## config.mk

```make
export PLATFORM = sky130hd
export DESIGN_NAME = power_meter_avg_flat
export DESIGN_NICKNAME = d
export VERILOG_FILES = /design/src/rtl/power_meter_avg_if.sv /design/src/rtl/power_meter_avg.sv /design/src/flat_wrapper.sv
export SDC_FILE = /design/constraint.sdc
export NUM_CORES = 1
export LEC_CHECK = 0
export BUFFER_PORTS_ARGS = -buffer_cell sky130_fd_sc_hd__buf_2
export CELL_PAD_IN_SITES_DETAIL_PLACEMENT = 1
export CELL_PAD_IN_SITES_GLOBAL_PLACEMENT = 1
export CORE_ASPECT_RATIO = 0.75
export CORE_MARGIN = 4
export CORE_UTILIZATION = 45
export DETAILED_ROUTE_END_ITERATION = 8
export MAX_ROUTING_LAYER = met4
export PLACE_DENSITY_LB_ADDON = 0.15
export SLEW_MARGIN = 20
export SYNTH_ARGS = -nofsm -noshare
export SYNTH_HDL_FRONTEND = slang
export SYNTH_SLANG_ARGS = --single-unit
```

## constraint.sdc

```tcl
create_clock -name clk -period 7.39 [get_ports clk]
set_input_delay 0.739 -clock clk [delete_from_list [all_inputs] [get_ports clk]]
set_output_delay 0.739 -clock clk [all_outputs]
set_load 0.1 [all_outputs]
```

## src/rtl/power_meter_avg_if.sv

```systemverilog
// Bus between the averaging power meter, its host logic and the per-channel ADC drivers.
// Channel 2k carries voltage and channel 2k+1 carries current for pair k.
interface power_meter_avg_if #(
  parameter int unsigned NUM_PAIRS = 2,
  parameter int unsigned ADC_W     = 12
);
  logic                            start;
  logic                            continuous;
  logic [3:0]                      avg_log2;
  logic                            busy;
  logic                            done;
  logic                            timeout_err;
  logic                            adc_start;
  logic [2*NUM_PAIRS-1:0]          adc_busy;
  logic [2*NUM_PAIRS-1:0]          adc_valid;
  logic [2*NUM_PAIRS*ADC_W-1:0]    adc_data;
  logic [NUM_PAIRS*ADC_W-1:0]      data_v;
  logic [NUM_PAIRS*ADC_W-1:0]      data_i;
  logic [NUM_PAIRS*2*ADC_W-1:0]    data_p;

  // Host and ADC-driver side.
  modport master (
    output start, continuous, avg_log2, adc_busy, adc_valid, adc_data,
    input  busy, done, timeout_err, adc_start, data_v, data_i, data_p
  );

  // Meter side.
  modport slave (
    input  start, continuous, avg_log2, adc_busy, adc_valid, adc_data,
    output busy, done, timeout_err, adc_start, data_v, data_i, data_p
  );
endinterface

```

## src/rtl/power_meter_avg.sv

```systemverilog
// Multi-pair V/I meter: averages 2^avg_log2 samples per channel, then forms V*I per pair
// through one shared multiplier and commits all results together with a done pulse.
module power_meter_avg #(
  parameter int unsigned NUM_PAIRS    = 2,
  parameter int unsigned ADC_W        = 12,
  parameter int unsigned MAX_AVG_LOG2 = 6,
  parameter int unsigned ADC_TIMEOUT  = 1023
) (
  input logic               clk,
  input logic               rst,
  power_meter_avg_if.slave  bus
);

  localparam int unsigned NCh   = 2 * NUM_PAIRS;
  localparam int unsigned AccW  = ADC_W + MAX_AVG_LOG2;
  localparam int unsigned AvgW  = $clog2(MAX_AVG_LOG2 + 1);
  localparam int unsigned CntW  = MAX_AVG_LOG2 + 1;
  localparam int unsigned TmoW  = $clog2(ADC_TIMEOUT + 1);
  localparam int unsigned PairW = (NUM_PAIRS > 1) ? $clog2(NUM_PAIRS) : 1;
  localparam logic [3:0]  MaxAvg = 4'(MAX_AVG_LOG2);

  typedef enum logic [2:0] {
    StIdle, StConvert, StSettle, StAccum, StLatch, StMult, StDone
  } state_e;

  state_e                 state_q;
  logic [AvgW-1:0]        avg_q;
  logic [CntW-1:0]        cnt_q;
  logic [TmoW-1:0]        tmo_q;
  logic [PairW-1:0]       idx_q;
  logic [NCh-1:0]         flags_q;
  logic [ADC_W-1:0]       held_q [NCh];
  logic [AccW-1:0]        acc_q  [NCh];
  logic [ADC_W-1:0]       shv_q  [NUM_PAIRS];
  logic [ADC_W-1:0]       shi_q  [NUM_PAIRS];
  logic [2*ADC_W-1:0]     prod_q [NUM_PAIRS];
  logic                   busy_q, done_q, timeout_err_q, adc_start_q;
  logic [NUM_PAIRS*ADC_W-1:0]   data_v_q, data_i_q;
  logic [NUM_PAIRS*2*ADC_W-1:0] data_p_q;

  logic [AvgW-1:0]    avg_clamped;
  logic [CntW-1:0]    cnt_nxt, cnt_tgt;
  logic               all_cap, tmo_hit, adc_idle;
  logic [ADC_W-1:0]   avg_ch [NCh];
  logic [2*ADC_W-1:0] mul_out;

  assign avg_clamped = (bus.avg_log2 > MaxAvg) ? AvgW'(MAX_AVG_LOG2) : bus.avg_log2[AvgW-1:0];
  assign cnt_nxt     = cnt_q + 1'b1;
  assign cnt_tgt     = CntW'(1) << avg_q;
  // A valid arriving this cycle counts toward completion, so no cycle is lost per sample.
  assign all_cap     = &(flags_q | bus.adc_valid);
  assign tmo_hit     = (tmo_q == TmoW'(ADC_TIMEOUT - 1));
  assign adc_idle    = (bus.adc_busy == '0);
  assign mul_out     = {{ADC_W{1'b0}}, shv_q[idx_q]} * {{ADC_W{1'b0}}, shi_q[idx_q]};

  always_comb begin
    for (int c = 0; c < NCh; c++) begin
      avg_ch[c] = ADC_W'(acc_q[c] >> avg_q);
    end
  end

  always_ff @(posedge clk) begin
    if (rst) begin
      state_q       <= StIdle;
      avg_q         <= '0;
      cnt_q         <= '0;
      tmo_q         <= '0;
      idx_q         <= '0;
      flags_q       <= '0;
      busy_q        <= 1'b0;
      done_q        <= 1'b0;
      timeout_err_q <= 1'b0;
      adc_start_q   <= 1'b0;
      data_v_q      <= '0;
      data_i_q      <= '0;
      data_p_q      <= '0;
      for (int c = 0; c < NCh; c++) begin
        held_q[c] <= '0;
        acc_q[c]  <= '0;
      end
      for (int k = 0; k < NUM_PAIRS; k++) begin
        shv_q[k]  <= '0;
        shi_q[k]  <= '0;
        prod_q[k] <= '0;
      end
    end else begin
      adc_start_q <= 1'b0;
      done_q      <= 1'b0;
      unique case (state_q)
        StIdle: begin
          if (bus.start) begin
            avg_q         <= avg_clamped;
            timeout_err_q <= 1'b0;
            cnt_q         <= '0;
            tmo_q         <= '0;
            flags_q       <= '0;
            for (int c = 0; c < NCh; c++) acc_q[c] <= '0;
            adc_start_q   <= 1'b1;
            busy_q        <= 1'b1;
            state_q       <= StConvert;
          end
        end
        StConvert: begin
          tmo_q <= tmo_q + 1'b1;
          for (int c = 0; c < NCh; c++) begin
            if (bus.adc_valid[c] && !flags_q[c]) begin
              held_q[c]  <= bus.adc_data[c*ADC_W +: ADC_W];
              flags_q[c] <= 1'b1;
            end
          end
          // SETTLE is skipped when the drivers are already quiet.
          if (all_cap) begin
            state_q <= adc_idle ? StAccum : StSettle;
          end else if (tmo_hit) begin
            timeout_err_q <= 1'b1;
            flags_q       <= '0;
            busy_q        <= 1'b0;
            state_q       <= StIdle;
          end
        end
        StSettle: begin
          tmo_q <= tmo_q + 1'b1;
          if (adc_idle) begin
            state_q <= StAccum;
          end else if (tmo_hit) begin
            timeout_err_q <= 1'b1;
            flags_q       <= '0;
            busy_q        <= 1'b0;
            state_q       <= StIdle;
          end
        end
        StAccum: begin
          for (int c = 0; c < NCh; c++) acc_q[c] <= acc_q[c] + AccW'(held_q[c]);
          flags_q <= '0;
          cnt_q   <= cnt_nxt;
          if (cnt_nxt == cnt_tgt) begin
            state_q <= StLatch;
          end else begin
            tmo_q       <= '0;
            adc_start_q <= 1'b1;
            state_q     <= StConvert;
          end
        end
        StLatch: begin
          for (int k = 0; k < NUM_PAIRS; k++) begin
            shv_q[k] <= avg_ch[2*k];
            shi_q[k] <= avg_ch[2*k+1];
          end
          idx_q   <= '0;
          state_q <= StMult;
        end
        StMult: begin
          prod_q[idx_q] <= mul_out;
          idx_q         <= idx_q + 1'b1;
          // The last product bypasses prod_q so every output lands in the same cycle.
          if (idx_q == PairW'(NUM_PAIRS - 1)) begin
            for (int k = 0; k < NUM_PAIRS; k++) begin
              data_v_q[k*ADC_W +: ADC_W]     <= shv_q[k];
              data_i_q[k*ADC_W +: ADC_W]     <= shi_q[k];
              data_p_q[k*2*ADC_W +: 2*ADC_W] <= (PairW'(k) == idx_q) ? mul_out : prod_q[k];
            end
            done_q  <= 1'b1;
            state_q <= StDone;
          end
        end
        StDone: begin
          if (bus.continuous) begin
            cnt_q       <= '0;
            tmo_q       <= '0;
            flags_q     <= '0;
            for (int c = 0; c < NCh; c++) acc_q[c] <= '0;
            adc_start_q <= 1'b1;
            state_q     <= StConvert;
          end else begin
            busy_q  <= 1'b0;
            state_q <= StIdle;
          end
        end
        default: state_q <= StIdle;
      endcase
    end
  end

  assign bus.busy        = busy_q;
  assign bus.done        = done_q;
  assign bus.timeout_err = timeout_err_q;
  assign bus.adc_start   = adc_start_q;
  assign bus.data_v      = data_v_q;
  assign bus.data_i      = data_i_q;
  assign bus.data_p      = data_p_q;

endmodule

```

## src/flat_wrapper.sv

```systemverilog
// flat-port wrapper written by rule: the top's interface ports become plain ports
module power_meter_avg_flat 
#(
  parameter int unsigned NUM_PAIRS    = 2,
  parameter int unsigned ADC_W        = 12,
  parameter int unsigned MAX_AVG_LOG2 = 6,
  parameter int unsigned ADC_TIMEOUT  = 1023
)
  (clk, rst, bus_start, bus_continuous, bus_avg_log2, bus_adc_busy, bus_adc_valid, bus_adc_data, bus_busy, bus_done, bus_timeout_err, bus_adc_start, bus_data_v, bus_data_i, bus_data_p);
  power_meter_avg_if #(.NUM_PAIRS(NUM_PAIRS), .ADC_W(ADC_W)) bus_i ();
  input logic clk;
  input logic rst;
  input wire logic [$bits(bus_i.start)-1:0] bus_start;
  input wire logic [$bits(bus_i.continuous)-1:0] bus_continuous;
  input wire logic [$bits(bus_i.avg_log2)-1:0] bus_avg_log2;
  input wire logic [$bits(bus_i.adc_busy)-1:0] bus_adc_busy;
  input wire logic [$bits(bus_i.adc_valid)-1:0] bus_adc_valid;
  input wire logic [$bits(bus_i.adc_data)-1:0] bus_adc_data;
  output wire logic [$bits(bus_i.busy)-1:0] bus_busy;
  output wire logic [$bits(bus_i.done)-1:0] bus_done;
  output wire logic [$bits(bus_i.timeout_err)-1:0] bus_timeout_err;
  output wire logic [$bits(bus_i.adc_start)-1:0] bus_adc_start;
  output wire logic [$bits(bus_i.data_v)-1:0] bus_data_v;
  output wire logic [$bits(bus_i.data_i)-1:0] bus_data_i;
  output wire logic [$bits(bus_i.data_p)-1:0] bus_data_p;
  assign bus_i.start = bus_start;
  assign bus_i.continuous = bus_continuous;
  assign bus_i.avg_log2 = bus_avg_log2;
  assign bus_i.adc_busy = bus_adc_busy;
  assign bus_i.adc_valid = bus_adc_valid;
  assign bus_i.adc_data = bus_adc_data;
  assign bus_busy = bus_i.busy;
  assign bus_done = bus_i.done;
  assign bus_timeout_err = bus_i.timeout_err;
  assign bus_adc_start = bus_i.adc_start;
  assign bus_data_v = bus_i.data_v;
  assign bus_data_i = bus_i.data_i;
  assign bus_data_p = bus_i.data_p;
  power_meter_avg #(.NUM_PAIRS(NUM_PAIRS), .ADC_W(ADC_W), .MAX_AVG_LOG2(MAX_AVG_LOG2), .ADC_TIMEOUT(ADC_TIMEOUT)) u_core (.clk(clk), .rst(rst), .bus(bus_i));
endmodule
```

# Word level (Yosys, flattened, before mapping)
# Memory sizes are Yosys's and may differ from the RTL's. A register that Yosys moved wholly into a read port is not among the register bits.
# Index checks and enable logic that the tools add are counted.
# Widths: inputs -> output; s select.
[word_totals] inputBits=64 elab_cells=201 reg_bits=80 ram_bits=216 mem_count=5
[memory_table] name="u_core.acc_q" depth=4 word_bits=18 rd=4 rd_ports_with_merged_regs=0 write_ports=4 line="power_meter_avg.sv:33" text="logic [AccW-1:0] acc_q [NCh];"
[memory_table] name="u_core.held_q" depth=4 word_bits=12 rd=4 rd_ports_with_merged_regs=0 write_ports=4 line="power_meter_avg.sv:32" text="logic [ADC_W-1:0] held_q [NCh];"
[memory_table] name="u_core.prod_q" depth=2 word_bits=24 rd=1 rd_ports_with_merged_regs=1 write_ports=2 line="power_meter_avg.sv:36" text="logic [2*ADC_W-1:0] prod_q [NUM_PAIRS];"
[memory_table] name="u_core.shi_q" depth=2 word_bits=12 rd=3 rd_ports_with_merged_regs=3 write_ports=2 line="power_meter_avg.sv:35" text="logic [ADC_W-1:0] shi_q [NUM_PAIRS];"
[memory_table] name="u_core.shv_q" depth=2 word_bits=12 rd=3 rd_ports_with_merged_regs=3 write_ports=2 line="power_meter_avg.sv:34" text="logic [ADC_W-1:0] shv_q [NUM_PAIRS];"
[op_classes] n_addsub=7 n_mul=1 n_reduce_logical=28 shifts=5 n_eq_ne=16 n_mux=105 magnitude_cmp=1 bitwise_logic=22
[ops] cell="$mux 18" n=12
[ops] cell="$mux 12" n=8
[ops] cell="$add 18x12->18" n=4
[ops] cell="$shr 18x3->12" n=4
[ops] cell="$mux 1" n=58
[ops] cell="$pmux 10 s4" n=1
[ops] cell="$mux 10" n=3
[ops] cell="$mul 12x12->24" n=1
[ops] cell="$mux 24" n=1
[ops] cell="$mux 4" n=6
[ops] cell="$reduce_or 24->1" n=1
[ops] cell="$mux 3" n=7
[ops] cell="$pmux 3 s7" n=1
[ops] cell="$pmux 7 s3" n=1
[ops] cell="$or 1x1->1" n=20
[ops] cell="$pmux 4 s5" n=1
[ops] cell="$mux 7" n=2
[ops] cell="$ne 2x2->1 const B" n=6
[ops] cell="$reduce_and 4->1" n=3
[ops] cell="$add 10x1->10 const B" n=1
[ops] cell="$eq 10x10->1 const B" n=1
[ops] cell="$reduce_and 5->1" n=2
[ops] cell="$eq 3x3->1 const B" n=3
[ops] cell="$reduce_bool 4->1" n=2
[ops] cell="23 further kinds" n=36

# Depth between registers and ports, before layout
# Gate-level depths: netlist of run 1.
[logic_depth] ltp_word=7 depth_mapped=22 ltp_nobuf=20

# Worst setup path after synthesis of run 1
# OpenSTA, ideal clock, no wires.
[synth_timing] path_type="register to register" from="register with a tool-made name" to="register u_core.data_p_q[45] (netlist: u_core.bus.data_p[45])" required_time_ps=7315 path_slack_ps=835 path_buffers=3 stages_incl_launch_ff=23 arrival_ps=6480 synth_period_minus_slack_ps=6555 cell_sequence="dfxtp_1 -> clkbuf_1 -> clkbuf_1 -> buf_1 -> mux2i_1 -> nor2_1 -> fa_1 -> inv_1 -> fa_1 -> inv_1 -> fa_1 -> fa_1 -> inv_1 -> fa_1 -> inv_1 -> ha_1 -> nand3_1 -> nor2_1 -> a2111oi_0 -> o21ai_0 -> nor4_1 -> mux2_2 -> o21ai_0"
[synth_lines] element="end signal, assigned by index" line="power_meter_avg.sv:160" text="data_p_q[k*2*ADC_W +: 2*ADC_W] <= (PairW'(k) == idx_q) ? mul_out : prod_q[k];"
[synth_lines] element="end, declared" line="power_meter_avg.sv:39" text="logic [NUM_PAIRS*2*ADC_W-1:0] data_p_q;"

==> metrics.md, run 1 <==
| Metric | Value |
|---|---|
| Number of synthesized flops with an enable pin | `around 140` |
| Total gr overflow | `0` |
| Relative slew slack | `27.13%` |
| Pleak | `~10 nW` |
| Max-cap violations | `0` |
| FILL cells | `5341` |
| RSZ-0062 raised after global routing | `false` |
| Synth Flop Type | `dfxtp_1` |
| Initial antenna violation count | `0` |
| Vias in the first global route | `approximately 18000` |
| P&R area growth vs syn | `12.04%` |
| Layout cells sized above 1 | `~14%` |
| Worst Hold Depth | `2` |
| DR iter-0 viols | `around 1000` |
| Max FO, Critical Path | `23` |
| Syn nets | `2539` |
| CTS tree | `built` |
| Final number of hold-violating endpoints | `0` |
| Via density | `approximately 5.6` |
| Root Buffer | `clkbuf_16` |
| Hold Path Sink | `u_core.bus.data_p[32]` |
| Unique masters post-synth | `between 70 and 80` |
| Htree depth | `2` |
| Ranking of synthesized cells by area | `edfxtp_1 19%, dfxtp_1 17%, fa_1 9.7%, ha_1 6.6%, mux2i_1 6.2%` |
| Post-synth top cells | `315 x nand2_1, 226 x nor2_1, 183 x dfxtp_1` |
| Vert. Die Dim | `about 200 microns` |
| Critical Path RT | `a little under 8 ns` |
| Worst-margin pin slew | `1.089 ns` |
| Dpl hpwl | `49610 microns` |
| Fin nets | `approximately 2700` |
| Setup TNS | `0 ns` |
| Post-route clock period utilization | `between 90% and 100%` |
| FFs w/ async S/R, synth | `0%` |
| CP Capture Type | `flip-flop` |
| Final Max Slew Viols | `0` |
| Drt first pass iters | `5` |
| Status | `finished clean` |
| Register bit total from synthesis | `around 320` |
| Syn Area/Cell | `between 9 and 10 sq um` |
| R2r worst-path depth | `20` |
| Clk_lat worst skew | `between 0.5 and 0.6 ns` |
| # IOs | `approximately 160` |
| Reg2reg setup slack | `between 0.4 and 0.5 ns` |
| Cell row count | `just under 70` |
| HP Class | `reg2reg` |
| Die width | `259.6 microns` |
| Crit Path Category | `reg2reg` |
| Power Total | `between 4 and 5 mW` |
| First-pass GRT wire length | `101500 microns` |
| Cell area after synthesis | `between 0.02 and 0.025 sq mm` |
| Post-synthesis cell count | `around 2300` |
| Max VDD drop | `0.0001535 V` |
| Routed vias | `~17000` |
| Placed cell areas | `0.02277 sq mm` |
| Register Area | `slightly below 0.008 sq mm` |
| CTS Sinks | `between 300 and 400` |
| Largest net degree at the start of global routing | `66` |
| Most frequent cell after synthesis | `nand2_1` |
| Post-CTS sizing | `0` |
| Hold_ws | `approximately 0.45 ns` |
| Multi-input logic area | `between 0.01 and 0.015 sq mm` |
| Fin Clk Skew | `between 0.02 and 0.025 ns` |
| RR Endpoint | `u_core.bus.data_p[45]` |
| Register area share after synthesis | `between 30% and 40%` |
| PwrDens | `189.6 mW/mm^2` |
| Worst-path clk slew | `roughly 0.060 ns` |
| # setup viols final | `0` |
| Fin crit period | `about 7 ns` |
| Routed Antenna Nets | `0` |
| Max clock buf depth | `3` |
| Cts bufs inserted | `36` |
| Postcts setup bufs | `0` |
| Synth area leader | `edfxtp_1` |
| GRT Overall Usage | `25.79%` |
| Core region area | `approximately 0.046 sq mm` |
| Yosys Warn Count | `0` |
| Non-Filler Cell Area, Final | `~0.024 sq mm` |
| Critical hold path startpoint | `u_core.bus.data_p[32]` |
| Fmax | `approximately 0.14 GHz` |
| Synth top area share | `between 10% and 20%` |
| Die ar. | `0.05105 sq mm` |
| Worst EP arrival | `around 7.4 ns` |
| Worst setup SP type | `flip-flop` |
| Per-cell routed wire length | `around 21 microns` |
| IO buf count | `163` |
| Drt drc | `0` |
| CTS Hold Bufs | `0` |
| RD Place Congestion | `about 0.9` |
| Initial Utilization | `approximately 46%` |
| Routed WL | `about 65000 microns` |
==> cells in the final DEF, fill, tap and decap left out, types with 8 or more instances in the layout <==
master	instances
buf_4	27
a31oi_1	14
a21o_1	23
a21oi_1	162
nor3_1	21
clkbuf_16	38
o21a_1	20
ha_1	113
nand2b_1	17
o211ai_1	9
or2_2	12
nor4_1	18
nand3_1	21
and2_1	69
xor2_1	27
nand2_1	315
mux2i_1	133
nor2_1	225
xnor2_1	24
o21ai_0	79
clkinv_2	10
a211oi_1	21
dfxtp_1	180
a22oi_1	10
fa_1	104
nor2b_1	25
buf_2	162
clkbuf_1	11
edfxtp_1	138
or3_1	14
a22o_1	8
mux4_2	28
inv_1	162
mux2_2	26
and3_1	11
==> logic make-up (layout without fill, tap and decap cells) <==
group / Yosys count / after routing / share of synthesized area, %
AND/OR/NAND/NOR: 785 / 785 / 16.69
multiplexers: 188 / 188 / 10.63
XOR/XNOR: 52 / 52 / 2.168
buffers and inverters: 272 / 419 / 5.038
other: 0 / 1 / 0
adder cells (fa/ha/maj): 218 / 218 / 16.41
AO/OA/AOI/OAI: 422 / 422 / 12.51
flip-flops: 321 / 321 / 36.56
==> layout make-up <==
type | instances | area share (%)
clock inverter | 13 | 0.4392
multi-input combinational | 1665 | 52.34
antenna | 1 | 0.01046
timing repair buffer | 190 | 4.319
clock buffer | 53 | 4.376
tap | 630 | 3.294
sequential | 321 | 32.66
inverter | 163 | 2.557
==> how the worst max path moves through the flow <==
stage                     startpoint                     to  slack [ns]  cells after the start
after global placement     flip-flop  u_core.bus.data_p[45]        0.73                     20
after floorplan            flip-flop  u_core.bus.data_p[45]        0.83                     22
final                      flip-flop  u_core.bus.data_p[45]        0.41                     20
after detailed placement   flip-flop  u_core.bus.data_p[45]        0.55                     20
after global routing       flip-flop  u_core.bus.data_p[45]         0.1                     20
after CTS                  flip-flop  u_core.bus.data_p[45]        0.53                     20
==> state kept, by name, indices dropped and copies added, names as in the netlist, 3 cells and up, named ones only <==
signal,cells
u_core.state_q,3
u_core.acc_q,72
u_core.shv_q,24
u_core.held_q,48
u_core.shi_q,24
u_core.cnt_q,7
u_core.tmo_q,10
u_core.bus.data_p,48
u_core.prod_q,24
u_core.avg_q,3
bus_data_v,24
bus_data_i,24
u_core.flags_q,4
==> worst max-delay path, stage by stage (launching register included) <==
cell	delay, ns
dfxtp_2	0.72
buf_12	0.26
mux2i_1	0.59
nor2_1	0.12
fa_1	0.53
inv_1	0.07
fa_1	0.53
inv_1	0.05
fa_1	0.39
fa_1	0.51
inv_1	0.05
fa_1	0.47
inv_1	0.04
ha_1	0.33
a21oi_1	0.27
nor3_1	0.07
a2111oi_0	0.59
o21ai_0	0.39
nor4_1	0.45
mux2_2	0.38
o21ai_0	0.06
==> routing by layer <==
layer | vias up | part of all wire, % | track usage, % | routed length [microns]
li1 | 8084 | - | - | -
met1 | 8527 | 47 | 35.33 | 30650
met2 | 330 | 47 | 41.79 | 30550
met3 | 75 | 4.5 | 3.751 | 2941
met4 | 0 | 1.5 | 4.235 | 1003
met5 | - | 0 | - | 0
==> stage by stage <==
step	setup slack (ns)	util, %	std cells
after floorplan	0.8347	-	2258
after global placement	0.7308	49.01	2969
after detailed placement	0.5498	49.01	2969
after CTS	0.5264	51.49	3035
after global routing	0.09833	51.51	3035
final	0.4115	51.51	3036
==> report_power, final <==
| part | internal [mW] | switching, mW | leakage (nW) | total (mW) |
|---|---|---|---|---|
| Clock | 1.02 | 0.763 | 0.574 | 1.79 |
| Combinational | 0.300 | 0.497 | 6.56 | 0.797 |
| Sequential | 1.90 | 0.0552 | 2.92 | 1.95 |
| Total | 3.22 | 1.32 | 10.0 | 4.54 |
(Power assumes the default switching activity.)
==> inputs of run 2 (changes only) <==
==> constraint.sdc (replaced) <==
create_clock -name clk -period 7.39 [get_ports clk]
set_input_delay 1.478 -clock clk [delete_from_list [all_inputs] [get_ports clk]]
set_output_delay 1.478 -clock clk [all_outputs]
set_load 0.1 [all_outputs]
==> run 2 against run 1 <==
Net effect: register-to-register slack better by 0.21 ns; utilization barely moved; largest power group unchanged; worst setup slack improved by 0.21 ns; non-clock buffer count rose by 1.
==> metrics.md, run 2 (synthesis results as in run 1) <==
| Metric | Value |
|---|---|
| Status | `finished clean` |
| Per-cell routed wire length | `21.41 microns (-0.22%)` |
| FILL cells | `5343 (+0.037%)` |
| Setup TNS | `0 ns (unchanged)` |
| Core region area | `0.04645 sq mm (unchanged)` |
| Worst-margin pin slew | `1.058 ns (-0.03054 ns)` |
| Die ar. | `0.05105 sq mm (unchanged)` |
| Clk_lat worst skew | `0.55 ns (about the same)` |
| Routed Antenna Nets | `0 (unchanged)` |
| Fin Clk Skew | `0.01756 ns (-0.004345 ns)` |
| Layout Cells excl Fill | `3036 (unchanged)` |
| PwrDens | `188.9 mW/mm^2 (-0.35%)` |
| Fmax | `0.1478 GHz (+3.1%)` |
| Cts bufs inserted | `36 (unchanged)` |
| Relative slew slack | `28.89% (+1.8 points)` |
| Critical Path RT | `7.85 ns (about the same)` |
| Cell row count | `68 (unchanged)` |
| Most frequent cells in the layout | `315 x nand2_1, 224 x nor2_1, 180 x dfxtp_1` |
| Routed vias | `17030 (+0.071%)` |
| Vias in the first global route | `17750 (+0.27%)` |
| Worst-path clk slew | `0.07 ns (about the same)` |
| Die width | `259.6 microns (unchanged)` |
| Reg with most FFs | `u_core.acc_q` |
| # IOs | `164 (unchanged)` |
| Crit Path Category | `reg2reg` |
| RSZ-0062 raised after global routing | `false` |
| Max-cap violations | `0 (unchanged)` |
| Initial Utilization | `45.98% (unchanged)` |
| Dpl hpwl | `49490 microns (-0.25%)` |
| Drt first pass iters | `5 (unchanged)` |
| Root Buffer | `clkbuf_16` |
| Layout cells sized above 1 | `14.26% (-0.12 points)` |
| Max FO, Critical Path | `23 (unchanged)` |
| P&R area growth vs syn | `12.00% (about the same)` |
| DR iter-0 viols | `1156 (+15%)` |
| Post-route clock period utilization | `91.55% (-2.9 points)` |
| Largest net degree at the start of global routing | `65 (-1.5%)` |
| GRT Overall Usage | `26.21% (+0.43 points)` |
| Fin crit period | `6.766 ns (-0.2128 ns)` |
| Pre-CTS setup slack | `0.5280 ns (-0.02183 ns)` |
| CP Capture Type | `flip-flop` |
| Routed WL | `65000 microns (-0.22%)` |
| Pleak | `10.03 nW (-0.16%)` |
| Final number of hold-violating endpoints | `0 (unchanged)` |
| Final worst setup slack | `0.6243 ns (+0.2128 ns)` |
| Dpl cells | `2970 (+0.034%)` |
| Max clock buf depth | `3 (unchanged)` |
| Final Max Slew Viols | `0 (unchanged)` |
| Worst EP arrival | `7.23 ns (-0.21 ns)` |
| First-pass GRT wire length | `103300 microns (+1.8%)` |
| Drt drc | `0 (unchanged)` |
| Total gr overflow | `0 (unchanged)` |
| Htree depth | `2 (unchanged)` |
| Initial antenna violation count | `1 (+1)` |
| IO buf count | `163 (unchanged)` |
| # setup viols final | `0 (unchanged)` |
| CTS tree | `built` |
| RD Place Congestion | `0.9054 (+0.13%)` |
| HP Class | `reg2reg` |
| Max VDD drop | `0.0001904 V (+24%)` |
| Fin nets | `2659 (+0.038%)` |
| Largest register FFs | `72 (unchanged)` |
| CTS Sinks | `321 (unchanged)` |
| Vert. Die Dim | `196.7 microns (unchanged)` |
| Worst setup SP type | `flip-flop` |
| Via density | `5.609 (about the same)` |
| Commonest non-fill, non-tap cell in the layout | `nand2_1` |
[run 2: stage by stage]
step                      hold slack (ns)  power, mW  util, %  area [sq um]
final                              0.4488      4.518    51.49         23920
after global routing               0.4751      4.747    51.49         23920
after CTS                          0.4514      4.568    51.48         23910
after detailed placement           0.4435      2.794    49.03         22780
after global placement             0.4386      2.771    49.03         22780
after floorplan                    0.4462      2.539        -         21360
[run 2: path summary, 6_finish.rpt]
| check | endpoint | slack [ns] | depth (start not counted) | from |
|---|---|---|---|---|
| max | u_core.bus.data_p[45] | 0.62 | 17 | flip-flop |
| min | u_core.bus.data_p[10] | 0.45 | 2 | u_core.bus.data_p[10] |
| min reg2reg | u_core.bus.data_p[10] | 0.45 | 2 | u_core.bus.data_p[10] |
| max reg2reg | u_core.bus.data_p[45] | 0.62 | 17 | flip-flop |
[run 2: layout make-up]
cell class	instances	area (sq um)	share of cell area [%]
multi-input combinational	1665	12520	52.35
timing repair buffer	191	1041	4.352
clock buffer	50	1047	4.378
inverter	163	611.8	2.558
antenna	1	2.502	0.01046
tap	630	788.3	3.295
sequential	321	7819	32.69
clock inverter	15	88.84	0.3714
[run 2: where the power goes]
part / internal [mW] / leakage (nW) / switching [mW]
combinational: 0.302 / 6.56 / 0.501
clock: 0.996 / 0.556 / 0.767
sequential: 1.90 / 2.92 / 0.0559
total: 3.19 / 10.0 / 1.32
[run 2: metal layers]
layer  GRT usage (%)  part of all wire, %  routed length, microns
met5               -                    0                       0
met1           36.33                   47                   30820
met3           3.841                  4.5                    2915
met4           6.892                  2.8                    1798
met2           40.71                   45                   29460
[run 2: what timing repair did]
item | 4_1_cts | 5_1_grt
setup buffers | 0 | 0
setup endpoints to repair | 0 | 1
resized for setup | 0 | 1
hold buffers | 0 | 0
[run 2: critical path, stage by stage (launching register included)]
cell and delay, ns:
dfxtp_4 0.57, mux2i_1 0.77, nor2_1 0.17, fa_1 0.59, fa_1 0.44, fa_1 0.48
fa_1 0.51, inv_1 0.05, fa_1 0.47, inv_1 0.04, ha_1 0.36, and3_1 0.20
o21a_1 0.16, a2111oi_0 0.54, o21ai_0 0.38, nor4_1 0.47, mux2_2 0.39, o21ai_0 0.08
==> inputs of run 3 (changes only) <==
--- a/config.mk
+++ b/config.mk
@@ -11,3 +11,2 @@
 export CORE_ASPECT_RATIO = 0.75
-export CORE_MARGIN = 4
 export CORE_UTILIZATION = 45
--- a/constraint.sdc
+++ b/constraint.sdc
@@ -3,2 +3,2 @@
 set_output_delay 1.478 -clock clk [all_outputs]
-set_load 0.1 [all_outputs]
+set_load 0.02 [all_outputs]
==> run 3 against run 2 <==
Net effect: combinational power decreased by 2%; die area down 5.3%; first-iteration DRC count fell by 6.1%; highest routed layer unchanged; register-to-register slack worse by 0.18 ns; power grew 1.1%; routed wire length decreased by 1.3%; clock power grew 4%; global-route usage rose by 1.2 points; via count increased by 0.78%; critical endpoint unchanged; cell area is 0.22% higher.
==> metrics.md, run 3 (synthesis results as in run 1) <==
| Metric | Value |
|---|---|
| Via density | `5.651 (+0.75%)` |
| Fmax | `0.1439 GHz (-2.7%)` |
| Flop pwr share | `42.8% (-0.4 points)` |
| Die width | `253.6 microns (-2.3%)` |
| Final worst setup slack | `0.4401 ns (-0.1842 ns)` |
| Worst setup SP type | `flip-flop` |
| Routed vias | `17160 (+0.78%)` |
| Commonest non-fill, non-tap cell in the layout | `nand2_1` |
| Core region area | `0.04645 sq mm (unchanged)` |
| Fin crit period | `6.950 ns (+0.1842 ns)` |
| Status | `finished clean` |
| Initial antenna violation count | `0 (-1)` |
| CTS Sinks | `321 (unchanged)` |
| FILL cells | `5368 (+0.47%)` |
| Initial Utilization | `45.98% (unchanged)` |
| Sw Ratio | `28.70% (-0.59 points)` |
| IO buf count | `163 (unchanged)` |
| Htree depth | `2 (unchanged)` |
| Clock Power Share | `40.1% (+1.1 points)` |
| Max clock buf depth | `3 (unchanged)` |
| Worst EP arrival | `7.42 ns (+0.19 ns)` |
| PwrDens | `190.5 mW/mm^2 (+0.87%)` |
| CP Cell Sequence | `mux2i_1 -> nor2_1 -> fa_1 -> inv_1 -> fa_1 -> inv_1 -> fa_1 -> fa_1 -> inv_1 -> fa_1 -> inv_1 -> ha_1 -> a21oi_1 -> nor3_1 -> a2111oi_0 -> o21ai_0 -> nor4_1 -> mux2_2 -> o21ai_0` |
| Per-cell routed wire length | `21.12 microns (-1.4%)` |
| Final number of hold-violating endpoints | `0 (unchanged)` |
| Layout Cells excl Fill | `3037 (+0.033%)` |
| Routed Antenna Nets | `0 (unchanged)` |
| Cell row count | `68 (unchanged)` |
| Most frequent cells in the layout | `315 x nand2_1, 224 x nor2_1, 180 x dfxtp_1` |
| Critical Path RT | `7.86 ns (about the same)` |
| Final Max Slew Viols | `0 (unchanged)` |
| Vert. Die Dim | `190.7 microns (-3.1%)` |
| Postcts setup bufs | `0 (unchanged)` |
| Utilization after layout | `51.61% (+0.11 points)` |
| Routed WL | `64130 microns (-1.3%)` |
| Drt drc | `0 (unchanged)` |
| HP Class | `reg2reg` |
| Max FO, Critical Path | `25 (+8.7%)` |
| Fin nets | `2659 (unchanged)` |
| Post-route clock period utilization | `94.04% (+2.5 points)` |
| Pleak | `10.07 nW (+0.33%)` |
| Layout cells sized above 1 | `14.59% (+0.33 points)` |
| First-pass GRT wire length | `99650 microns (-3.6%)` |
| Internal | `3.257 mW (+1.9%)` |
| Total gr overflow | `0 (unchanged)` |
| Slowest CP cell | `mux2i_1` |
| Relative slew slack | `31.93% (+3.0 points)` |
| Fin Clk Skew | `0.01691 ns (-0.0006567 ns)` |
| # setup viols final | `0 (unchanged)` |
| Largest register FFs | `72 (unchanged)` |
| Dpl cells | `2970 (unchanged)` |
| Cts bufs inserted | `36 (unchanged)` |
| Clk_lat worst skew | `0.56 ns (about the same)` |
| P&R area growth vs syn | `12.24%` |
| Largest net degree at the start of global routing | `100 (+54%)` |
| GRT Overall Usage | `27.45% (+1.2 points)` |
| Slowest stage delay, CP | `0.80 ns (+0.03 ns)` |
| Psw | `1.311 mW (-0.95%)` |
| Max-cap violations | `0 (unchanged)` |
| RD Place Congestion | `0.9366 (+3.4%)` |
| Setup TNS | `0 ns (unchanged)` |
| RSZ-0062 raised after global routing | `false` |
| Post-CTS sizing | `0 (unchanged)` |
| Dpl hpwl | `48550 microns (-1.9%)` |
| Die ar. | `0.04835 sq mm (-5.3%)` |
| CTS tree | `built` |
| Drt first pass iters | `5 (unchanged)` |
| Vias in the first global route | `17660 (-0.54%)` |
| Root Buffer | `clkbuf_16` |
| Worst path top cell family by delay | `adder cells` |
| CTS Hold Bufs | `0 (unchanged)` |
| Pre-CTS setup slack | `0.4936 ns (-0.03432 ns)` |
| CP Capture Type | `flip-flop` |
| Combinational power share | `17.2% (-0.6 points)` |
| Max VDD drop | `0.0001363 V (-28%)` |
| Worst-margin pin slew | `1.020 ns (-0.03852 ns)` |
| DR iter-0 viols | `1085 (-6.1%)` |
| Worst-path clk slew | `0.06 ns (about the same)` |
| Reg with most FFs | `u_core.acc_q` |
| Crit Path Category | `reg2reg` |
| # IOs | `164 (unchanged)` |
| CP dominant cell by count | `fa_1` |
| Critical path buffers and inverters | `4 (+2)` |
-- run 3: changes by cell type in the layout (fill, tap and decap cells not counted), moves of 2 or more --
cell,previous run,this run
clkinv_1,6,1
bufinv_16,0,2
clkbuf_1,8,6
clkinv_2,5,9
-- run 3: worst paths after layout --
kind                                           start                     to  slack (ns)  cells past startpoint
worst max-delay path                       flip-flop  u_core.bus.data_p[45]        0.44                     19
worst min register to register  u_core.bus.data_p[6]   u_core.bus.data_p[6]        0.45                      2
worst min-delay path            u_core.bus.data_p[6]   u_core.bus.data_p[6]        0.45                      2
worst max register to register             flip-flop  u_core.bus.data_p[45]        0.44                     19
-- run 3: power groups by stage --
stage	Combinational [mW]	Sequential, mW	Clock (mW)
3_3_place_gp	0.756	1.99	0
5_1_grt	0.870	1.96	1.93
3_5_place_dp	0.782	1.99	0
2_1_floorplan	0.578	1.96	0
4_1_cts	0.791	1.95	1.88
6_report	0.785	1.95	1.83
-- run 3: per-stage QoR --
stage	hold WS (ns)	instance area [sq um]	power, mW
after floorplan	0.4462	21360	2.533
after global placement	0.4393	22770	2.745
after detailed placement	0.4451	22770	2.773
after CTS	0.4536	23960	4.620
after global routing	0.4700	23970	4.760
final	0.4541	23970	4.568
-- run 3: worst register-to-register path, cell delays in order, from the launching register on --
cell       delay (ns)
dfxtp_2          0.77
mux2i_1          0.81
nor2_1           0.13
fa_1             0.53
inv_1            0.06
fa_1             0.54
inv_1            0.06
fa_1             0.39
fa_1             0.52
inv_1            0.05
fa_1             0.47
inv_1            0.04
ha_1             0.34
a21oi_1          0.26
nor3_1           0.08
a2111oi_0        0.53
o21ai_0          0.38
nor4_1           0.47
mux2_2           0.39
o21ai_0          0.06
-- run 3: metal layers --
| metal | share of wire, % | track usage, % | vias to the layer above |
|---|---|---|---|
| li1 | - | - | 8068 |
| met1 | 47 | 36.63 | 8645 |
| met2 | 46 | 43.47 | 346 |
| met3 | 4.0 | 3.467 | 102 |
| met4 | 2.7 | 8.555 | 0 |
| met5 | 0 | - | - |
-- run 3: area by class of cell --
cell class / count / area (sq um) / area share [%]
Multi-Input combinational cell: 1665 / 12530 / 52.25
Sequential cell: 321 / 7816 / 32.60
Antenna cell: 1 / 2.502 / 0.01044
Clock inverter: 18 / 166.4 / 0.6942
Tap cell: 630 / 788.3 / 3.288
Timing Repair Buffer: 191 / 1032 / 4.306
Inverter: 163 / 611.8 / 2.552
Clock buffer: 48 / 1028 / 4.290
